**src/rtl/fifo_pkg.sv**
```systemverilog
// Shared types and defaults for the flow-controlled FIFO: default widths, depth helper,
// pause FSM states and the packed status-flag bundle.
package fifo_pkg;

  localparam int DATA_W_DEF = 8;
  localparam int ADDR_W_DEF = 3;

  function automatic int fifo_depth(input int addr_w);
    return 1 << addr_w;
  endfunction

  typedef enum logic {
    RUN    = 1'b0,
    PAUSED = 1'b1
  } pause_state_t;

  typedef struct packed {
    logic empty;
    logic full;
    logic almost_full;
    logic almost_empty;
    logic pause;
  } fifo_flags_t;

endpackage

```
**src/rtl/fifo_fc_mem.sv**
```systemverilog
// DEPTH x DATA_W storage: synchronous write, asynchronous read, no reset.
// Zero read latency; no backpressure, the caller gates we.
module fifo_fc_mem
  import fifo_pkg::*;
#(
  parameter int DATA_W = DATA_W_DEF,
  parameter int ADDR_W = ADDR_W_DEF
) (
  input  logic              clk,
  input  logic              we,
  input  logic [ADDR_W-1:0] waddr,
  input  logic [DATA_W-1:0] wdata,
  input  logic [ADDR_W-1:0] raddr,
  output logic [DATA_W-1:0] rdata
);

  localparam int DEPTH = fifo_depth(ADDR_W);

  logic [DATA_W-1:0] mem_q [DEPTH];

  always_ff @(posedge clk) begin
    if (we) begin
      mem_q[waddr] <= wdata;
    end
  end

  assign rdata = mem_q[raddr];

endmodule

```
**src/rtl/fifo_fc_param.sv**
```systemverilog
// Parametrised sync FIFO with programmable thresholds, hysteretic pause and sticky errors; 1-cycle read,
// or 0-cycle first-word-fall-through when FIFO_FWFT_EN is defined. Pause throttles upstream; overflows are dropped.
module fifo_fc_param
  import fifo_pkg::*;
#(
  parameter int DATA_W = DATA_W_DEF,
  parameter int ADDR_W = ADDR_W_DEF
) (
  input  logic              clk,
  input  logic              reset,
  input  logic              push,
  input  logic              pop,
  input  logic [DATA_W-1:0] data_in,
  input  logic [ADDR_W:0]   af_thresh,
  input  logic [ADDR_W:0]   ae_thresh,
  input  logic              err_clr,
  output logic [DATA_W-1:0] data_out,
  output logic              data_valid,
  output logic [ADDR_W:0]   count,
  output logic              empty,
  output logic              full,
  output logic              almost_full,
  output logic              almost_empty,
  output logic              pause,
  output logic              err_overflow,
  output logic              err_underflow
);

  localparam logic [ADDR_W:0]   DEPTH_CNT = (ADDR_W+1)'(fifo_depth(ADDR_W));
  localparam logic [ADDR_W:0]   CNT_ONE   = (ADDR_W+1)'(1);
  localparam logic [ADDR_W-1:0] PTR_ONE   = ADDR_W'(1);

  logic [ADDR_W-1:0] wr_ptr_q, wr_ptr_d;
  logic [ADDR_W-1:0] rd_ptr_q, rd_ptr_d;
  logic [ADDR_W:0]   count_q, count_d;
  logic              err_ovf_q, err_ovf_d;
  logic              err_udf_q, err_udf_d;
  pause_state_t      state_q, state_d;
  fifo_flags_t       flags;
  logic              push_acc, pop_acc;
  logic [DATA_W-1:0] rdata;

  assign pop_acc  = pop & ~flags.empty;
  assign push_acc = push & (~flags.full | pop_acc);

  fifo_fc_mem #(
    .DATA_W (DATA_W),
    .ADDR_W (ADDR_W)
  ) u_mem (
    .clk   (clk),
    .we    (push_acc & reset),
    .waddr (wr_ptr_q),
    .wdata (data_in),
    .raddr (rd_ptr_q),
    .rdata (rdata)
  );

  always_comb begin
    wr_ptr_d  = push_acc ? wr_ptr_q + PTR_ONE : wr_ptr_q;
    rd_ptr_d  = pop_acc  ? rd_ptr_q + PTR_ONE : rd_ptr_q;
    count_d   = count_q;
    case ({push_acc, pop_acc})
      2'b10:   count_d = count_q + CNT_ONE;
      2'b01:   count_d = count_q - CNT_ONE;
      default: count_d = count_q;
    endcase
    // Set wins over clear when a new error lands in the clearing cycle.
    err_ovf_d = (push & ~push_acc) | (err_ovf_q & ~err_clr);
    err_udf_d = (pop & ~pop_acc)   | (err_udf_q & ~err_clr);
  end

  // Pause FSM: with af <= ae the release test is always true below af, so no hysteresis.
  always_comb begin
    state_d = state_q;
    if (count_d >= af_thresh) begin
      state_d = PAUSED;
    end else if (count_d <= ae_thresh) begin
      state_d = RUN;
    end
  end

  always_ff @(posedge clk) begin
    if (!reset) begin
      wr_ptr_q  <= '0;
      rd_ptr_q  <= '0;
      count_q   <= '0;
      err_ovf_q <= 1'b0;
      err_udf_q <= 1'b0;
      state_q   <= RUN;
    end else begin
      wr_ptr_q  <= wr_ptr_d;
      rd_ptr_q  <= rd_ptr_d;
      count_q   <= count_d;
      err_ovf_q <= err_ovf_d;
      err_udf_q <= err_udf_d;
      state_q   <= state_d;
    end
  end

  always_comb begin
    flags              = '0;
    flags.empty        = (count_q == '0);
    flags.full         = (count_q == DEPTH_CNT);
    flags.almost_full  = (count_q >= af_thresh);
    flags.almost_empty = (count_q <= ae_thresh) && (count_q != '0);
    flags.pause        = (state_q == PAUSED);
  end

`ifdef FIFO_FWFT_EN
  assign data_out   = rdata;
  assign data_valid = ~flags.empty;
`else
  logic [DATA_W-1:0] data_out_q, data_out_d;
  logic              data_valid_q, data_valid_d;

  always_comb begin
    data_out_d   = pop_acc ? rdata : data_out_q;
    data_valid_d = pop_acc;
  end

  always_ff @(posedge clk) begin
    if (!reset) begin
      data_out_q   <= '0;
      data_valid_q <= 1'b0;
    end else begin
      data_out_q   <= data_out_d;
      data_valid_q <= data_valid_d;
    end
  end

  assign data_out   = data_out_q;
  assign data_valid = data_valid_q;
`endif

  assign count         = count_q;
  assign empty         = flags.empty;
  assign full          = flags.full;
  assign almost_full   = flags.almost_full;
  assign almost_empty  = flags.almost_empty;
  assign pause         = flags.pause;
  assign err_overflow  = err_ovf_q;
  assign err_underflow = err_udf_q;

endmodule

```
**config.mk**
```make
export PLATFORM = sky130hd
export DESIGN_NAME = fifo_fc_param
export DESIGN_NICKNAME = d
export VERILOG_FILES = /design/src/rtl/fifo_pkg.sv /design/src/rtl/fifo_fc_mem.sv /design/src/rtl/fifo_fc_param.sv
export SDC_FILE = /design/constraint.sdc
export NUM_CORES = 1
export LEC_CHECK = 0
export BUFFER_PORTS_ARGS = -buffer_cell sky130_fd_sc_hd__buf_2
export CAP_MARGIN = 20
export CORE_MARGIN = 2
export CORE_UTILIZATION = 53
export CTS_BUF_LIST = sky130_fd_sc_hd__clkbuf_16
export DETAILED_ROUTE_END_ITERATION = 6
export HOLD_SLACK_MARGIN = 0.03
export PLACE_DENSITY_LB_ADDON = 0.08
export SETUP_SLACK_MARGIN = 0.5
export SYNTH_ARGS = -nofsm -noshare
export SYNTH_HDL_FRONTEND = slang
export SYNTH_HIERARCHICAL = 1
export SYNTH_SLANG_ARGS = --single-unit
```
**constraint.sdc**
```tcl
create_clock -name clk -period 3 [get_ports clk]
set_input_delay 0.3 -clock clk [delete_from_list [all_inputs] [get_ports clk]]
set_output_delay 0.3 -clock clk [all_outputs]
set_load 0.005 [all_outputs]
```
Word-level counts from Yosys, hierarchy flattened. Memories as Yosys holds them, arrays and structs flattened. A register that Yosys moved wholly into a read port is not among the register bits. Index checks and enable logic that the tools add are counted.

RAM bits: 64. Memories kept: 1. Output and inout bits: 20. Bits of input ports: 21. Flip-flop bits (word level): 14.

Memory list: u_mem.mem_q (words 8, width 8, read ports 1, clocked after Yosys merged registers in 1, write ports 1, RTL line fifo_fc_mem.sv:19) `logic [DATA_W-1:0] mem_q [DEPTH];`.

Reduce and logical (&&, ||, !) cells: 5. Bitwise gates (word level): 15. Muxes and demuxes: 5. Eq/ne operators: 3. Add/subtract/negate cells: 4. Magnitude comparators: 4.

Operators with widths (number): 4-bit >= comparator (2); 4-bit <= comparator (2); 4-bit case mux with 2 select lines (1); 1-bit bitwise AND (7); 3-bit by 1-bit adder with 3-bit output (second input constant) (2); 1-bit NOT (5); 4-bit by 1-bit adder with 4-bit output (second input constant) (1); 4-bit == test (second input constant) (1); 4-bit zero test (1); 1-bit two-way mux (4); 4-bit nonzero test (1); 4-bit by 1-bit subtractor with 4-bit output (second input constant) (1); 1-bit OR (3); 2-bit by 1-bit == test with 1-bit output (second input constant) (1); 2-bit == test (second input constant) (1); 2-bit nonzero test (1); 1-bit logical AND (1); 1-bit zero test (1).

Longest topological paths before layout.
Depth in word-level cells: 10. Gate-level depth with buffers: 14. Gate-level depth less buffers: 12.

By module. The synthesis kept the hierarchy.

Modules (own cells, without submodules): fifo_fc_mem (seq. area each 1921.8 µm², cells an instance 106, area each 2531.2 µm², times used 1); fifo_fc_param (seq. area each 440.4 µm², cells an instance 168, area each 1430.1 µm², times used 1).

Least setup slack after synthesis. No wires, ideal clock.

Path kind: reg2reg. From: register count_q[1] (netlist: count[1]). To: register state_q (netlist: pause). Arrival: 2.938 ns. Setup slack: -0.062 ns. Period minus slack after synthesis: 3.062 ns. Stages on the path, launching flop included: 15. Cell sequence: dfxtp_1 > buf_6 > nor4_2 > nand2b_1 > buf_2 > nor2_1 > ha_1 > a21o_1 > a2111oi_0 > o21ai_1 > nand3_1 > ha_1 > a21oi_1 > o21a_1 > o22ai_1.

Word-level cells in the longest chain between the ends: 9. Elaborated cells between the ends (all ways): 16.

RTL lines: from (decl) (RTL line fifo_fc_param.sv:35) `logic [ADDR_W:0] count_q, count_d;`; from (signal assigned) (RTL line fifo_fc_param.sv:93) `count_q <= count_d;`; 4-bit zero test * (RTL line fifo_fc_param.sv:102) `flags.empty = (count_q == '0);`; via empty (RTL line fifo_fc_param.sv:20) `output logic empty,`; 1-bit NOT * (RTL line fifo_fc_param.sv:43) `assign pop_acc = pop & ~flags.empty;`; 1-bit bitwise AND * (RTL line fifo_fc_param.sv:43); 1-bit OR (RTL line fifo_fc_param.sv:44) `assign push_acc = push & (~flags.full | pop_acc);`; 1-bit bitwise AND (RTL line fifo_fc_param.sv:44); 2-bit by 1-bit == test with 1-bit output / 2-bit == test (equally long branches) (RTL line fifo_fc_param.sv:62) `case ({push_acc, pop_acc})`; 4-bit case mux with 2 select lines * (RTL line fifo_fc_param.sv:62); via count_d[3] (RTL line fifo_fc_param.sv:35); 4-bit >= comparator / 4-bit <= comparator (equally long branches) (RTL line fifo_fc_param.sv:75, fifo_fc_param.sv:77); 1-bit two-way mux / 2-bit nonzero test (equally long branches); to (signal assigned) (RTL line fifo_fc_param.sv:96) `state_q <= state_d;`; to (decl) (RTL line fifo_fc_param.sv:38) `pause_state_t state_q, state_d;`.

Mark *: on every way through the listed nets, which the timed path passes. The rest lies on a longest branch. A chain may end at the register's enable or synchronous reset.

Worst setup path in the final report.
From: register count_q[2] (netlist: count[2]). To: register state_q (netlist: pause).

Word-level cells in the longest chain between the ends: 9. Elaborated cells between the ends (all ways): 16.

RTL lines (RTL line): 4-bit zero test (fifo_fc_param.sv:102); 1-bit NOT (fifo_fc_param.sv:43); 1-bit bitwise AND (fifo_fc_param.sv:43); 1-bit OR (fifo_fc_param.sv:44); 1-bit bitwise AND (fifo_fc_param.sv:44); 2-bit by 1-bit == test with 1-bit output / 2-bit == test (equally long branches) (fifo_fc_param.sv:62); 4-bit case mux with 2 select lines * (fifo_fc_param.sv:62); via count_d[1] (fifo_fc_param.sv:35); 4-bit >= comparator / 4-bit <= comparator (equally long branches) (fifo_fc_param.sv:75, fifo_fc_param.sv:77); 1-bit two-way mux / 2-bit nonzero test (equally long branches).

Marked as above.

==> flow_summary_export.csv <==
group,metric,value,unit
status,outcome,"finished clean",
cts,cts_buffers,9,
synth,synth_ff_type,"edfxtp_1",
grt,gr-usage-all-layers,19.3,%
floorplan,die_w,90.5,um
sta,whs,0.226,ns
synth,ys_ff_latch,86,
finish,final_cells,433,
place,place_inst,413,
place,post-dp-hpwl,5.04,mm
floorplan,die_y,90.5,um
cts,cts.clk_slew.worst_paths,0.06,ns
grt,grt_pass1_wl,11.8,mm
detailed_routing,wl_per_cell,17.4,um
place,gp_congestion,0.818,
floorplan,core_area,0.00725,sq mm
cts,hold_buffers,0,
hold_path,hold_path_class,"input pin to flip-flop",
detailed_routing,drtIter0Drc,143,
detailed_routing,drt_wl_total,7.52,mm
sta,clock_skew,0.00527,ns
detailed_routing,vias_per_cell,5.42,
finish,stdcell_area,0.00477,sq mm
sta,slew_violations,0,
worst_setup_path,critPathLaunchType,"flip-flop",
synth,synthArstFlopShare,0,%
finish,n_antenna_cell,0,
pwr,p_leak,0.00184,uW
floorplan,die_area,0.00818,sq mm
synth,ys_seq_area_share,59.6,%
grt,grt_start_max_net_pins,20,
worst_setup_path,regToRegEndpoint,"pause$_SDFFE_PN0P_",
synth,synth_warnings,6,
run,maxCapViolCount,0,
cts,clock_path_buffers,2,
worst_setup_path,timing.critical_path.fanout_max,3,
synth,synth_nets,316,
detailed_routing,drc,0,
sta,slew_headroom,49.8,%
detailed_routing,ant_nets,0,
sta,setup_viol,0,
hold_path,holdPathEnd,"u_mem/mem_q[5][3]$_DFFE_PP_",
sta,fmax,400,MHz
detailed_routing,vias,2346,
worst_setup_path,crit_type,"flip-flop to flip-flop",
sta,period_minus_slack,2.50,ns
sta,fin_crit_sh,83.4,%
synth,syn_area_per_cell,14.5,sq um
cts,clk_latency,0.33,ns
worst_setup_path,cp.required,3.22,ns
worst_setup_path,path_cells,"nor4_4 > nand2b_4 > nor2_4 > fa_1 > mux2_4 > ha_1 > a21o_1 > a211oi_2 > o22ai_1",
cts,clkSinkCount,86,
finish,syn_to_final_growth,20.3,%
pwr,peakVddDrop,355,uV
floorplan,start_util,54.6,%
hold_path,hold-path-cell-count,1,
finish,post-route-util,65.7,%
worst_setup_path,reg2reg_depth,9,
worst_setup_path,cpPeakStageDelay,0.44,ns
worst_setup_path,worstReg2RegStart,"count[2]$_SDFF_PN0_",
worst_setup_path,cp.arrival,2.72,ns
grt,antenna_found_initial,0,
synth,synth.cell_area,0.00396,sq mm
detailed_routing,firstDrtPassIters,4,
pwr,powerDensity,863,mW/mm^2
worst_setup_path,r2r_setup_slack,0.50,ns
synth,syn_inst,274,
sta,fin_tns_setup,0,ns
sta,rsz0062_at_grt,"yes",
floorplan,fp-row-count,31,
sta,hold_viol_final,0,
hold_path,min_from,"data_in[3]",
synth,synth-edff-count,64,
grt,grt_overflow,0,
grt,grt_pass1_vias,2197,
sta,worst_pin_slew,0.751,ns
cts,tritoncts,"built",
worst_setup_path,cp-end-kind,"flip-flop",
worst_setup_path,critPathSlowestCell,"fa_1",
floorplan,num_io_pins,41,
finish,nets,371,
finish,drive_gt1_share,32.3,%
place,io_buffers,40,
cts,cts_root_buf,"clkbuf_16",
synth,synth_cell_types,47,
place,postPlaceCellArea,0.00438,sq mm
cts,htree_levels,3,
==> cell families (layout without fill, tap and decap cells) <==
logic type      count (synthesis)  in the layout  synth area share [%]
compound gates                 42             42                  7.17
mux                            25             25                  13.2
fa+ha+maj                      21             21                  6.82
xor+xnor                        7              7                  1.55
buf+inv                        25             85                  3.32
flops                          86             86                  59.6
simple gates                   68             68                  8.34
==> Yosys cell counts (5+ instances only) <==
cell type / count / area [sq um]
a21o_1: 5 / 37.5
inv_1: 11 / 41.3
nand2_1: 24 / 90.1
a21oi_1: 17 / 85.1
nand2b_1: 8 / 50.1
ha_1: 20 / 250
buf_2: 5 / 25.0
mux2_2: 8 / 90.1
nor2_1: 18 / 67.6
dfxtp_1: 22 / 440
edfxtp_1: 64 / 1920
mux4_1: 15 / 394
==> flip-flops by register name (all words and copies together) (netlist names) <==
signal / cells
data_out: 8
err_overflow: 1
u_mem/mem_q: 64
data_valid: 1
rd_ptr_q: 3
count: 4
err_underflow: 1
wr_ptr_q: 3
pause: 1
==> layout by cell type, fill, tap and decap left out, types with 5 or more instances in the layout <==
cell	n
edfxtp_1	64
buf_2	40
nand2_1	24
dfxtp_1	19
nor2_1	17
ha_1	17
buf_4	16
mux4_1	15
a21oi_1	14
inv_1	11
clkbuf_16	9
mux2_2	8
nand2b_1	7
a21o_1	5
==> metal layers <==
layer | share of wire (%) | vias up | track usage, %
met5 | 0 | - | 0
met2 | 43 | 55 | 26.9
li1 | - | 1155 | -
met4 | 1.5 | 0 | 7.18
met3 | 4.7 | 9 | 3.92
met1 | 51 | 1127 | 30.0
==> worst max path at each step <==
stage | depth (start not counted) | from | endpoint
final | 9 | count[2]$_SDFF_PN0_ | pause$_SDFFE_PN0P_
after global routing | 12 | count[2]$_SDFF_PN0_ | pause$_SDFFE_PN0P_
after CTS | 12 | count[0]$_SDFF_PN0_ | pause$_SDFFE_PN0P_
after detailed placement | 12 | count[2]$_SDFF_PN0_ | pause$_SDFFE_PN0P_
after global placement | 9 | count[2]$_SDFF_PN0_ | pause$_SDFFE_PN0P_
after floorplan | 14 | count[0]$_SDFF_PN0_ | pause$_SDFFE_PN0P_
==> power by group <==
part           internal [uW]  leakage (uW)  total [uW]  switching (uW)
Combinational            768      0.000923        1500             732
Clock                    658      0.000152        1120             463
Sequential              1390      0.000760        1490            97.8
==> timing repair <==
action                                  in CTS  in global routing
endpoints found under the setup margin       1                  1
resized for setup                            6                  5
pin swaps                                    8                  3
buffers inserted                             3                  1
==> through the flow <==
stage | worst slack [ns] | total power, uW
after floorplan | 0.322 | 2590
after global placement | 0.360 | 2900
after detailed placement | 0.271 | 2900
after CTS | 0.466 | 4090
after global routing | 0.387 | 4370
final | 0.498 | 4110
==> critical path, delay by kind of cell, from the launching register on <==
family	cells	cell delay, ns
mux	1	0.30
compound gates	3	0.49
simple gates	3	0.53
fa+ha+maj	2	0.72
flops	1	0.36
==> layout make-up <==
cell class / count / area [sq um]
clock buffers: 9 / 225
clock inverters: 7 / 81.3
flip-flops and latches: 86 / 2370
repair buffers: 56 / 320
inverters: 13 / 48.8
multi-input cells: 163 / 1590
well taps: 99 / 124
fillers: 549 / 2490
Power figures use the tool's default switching activity.
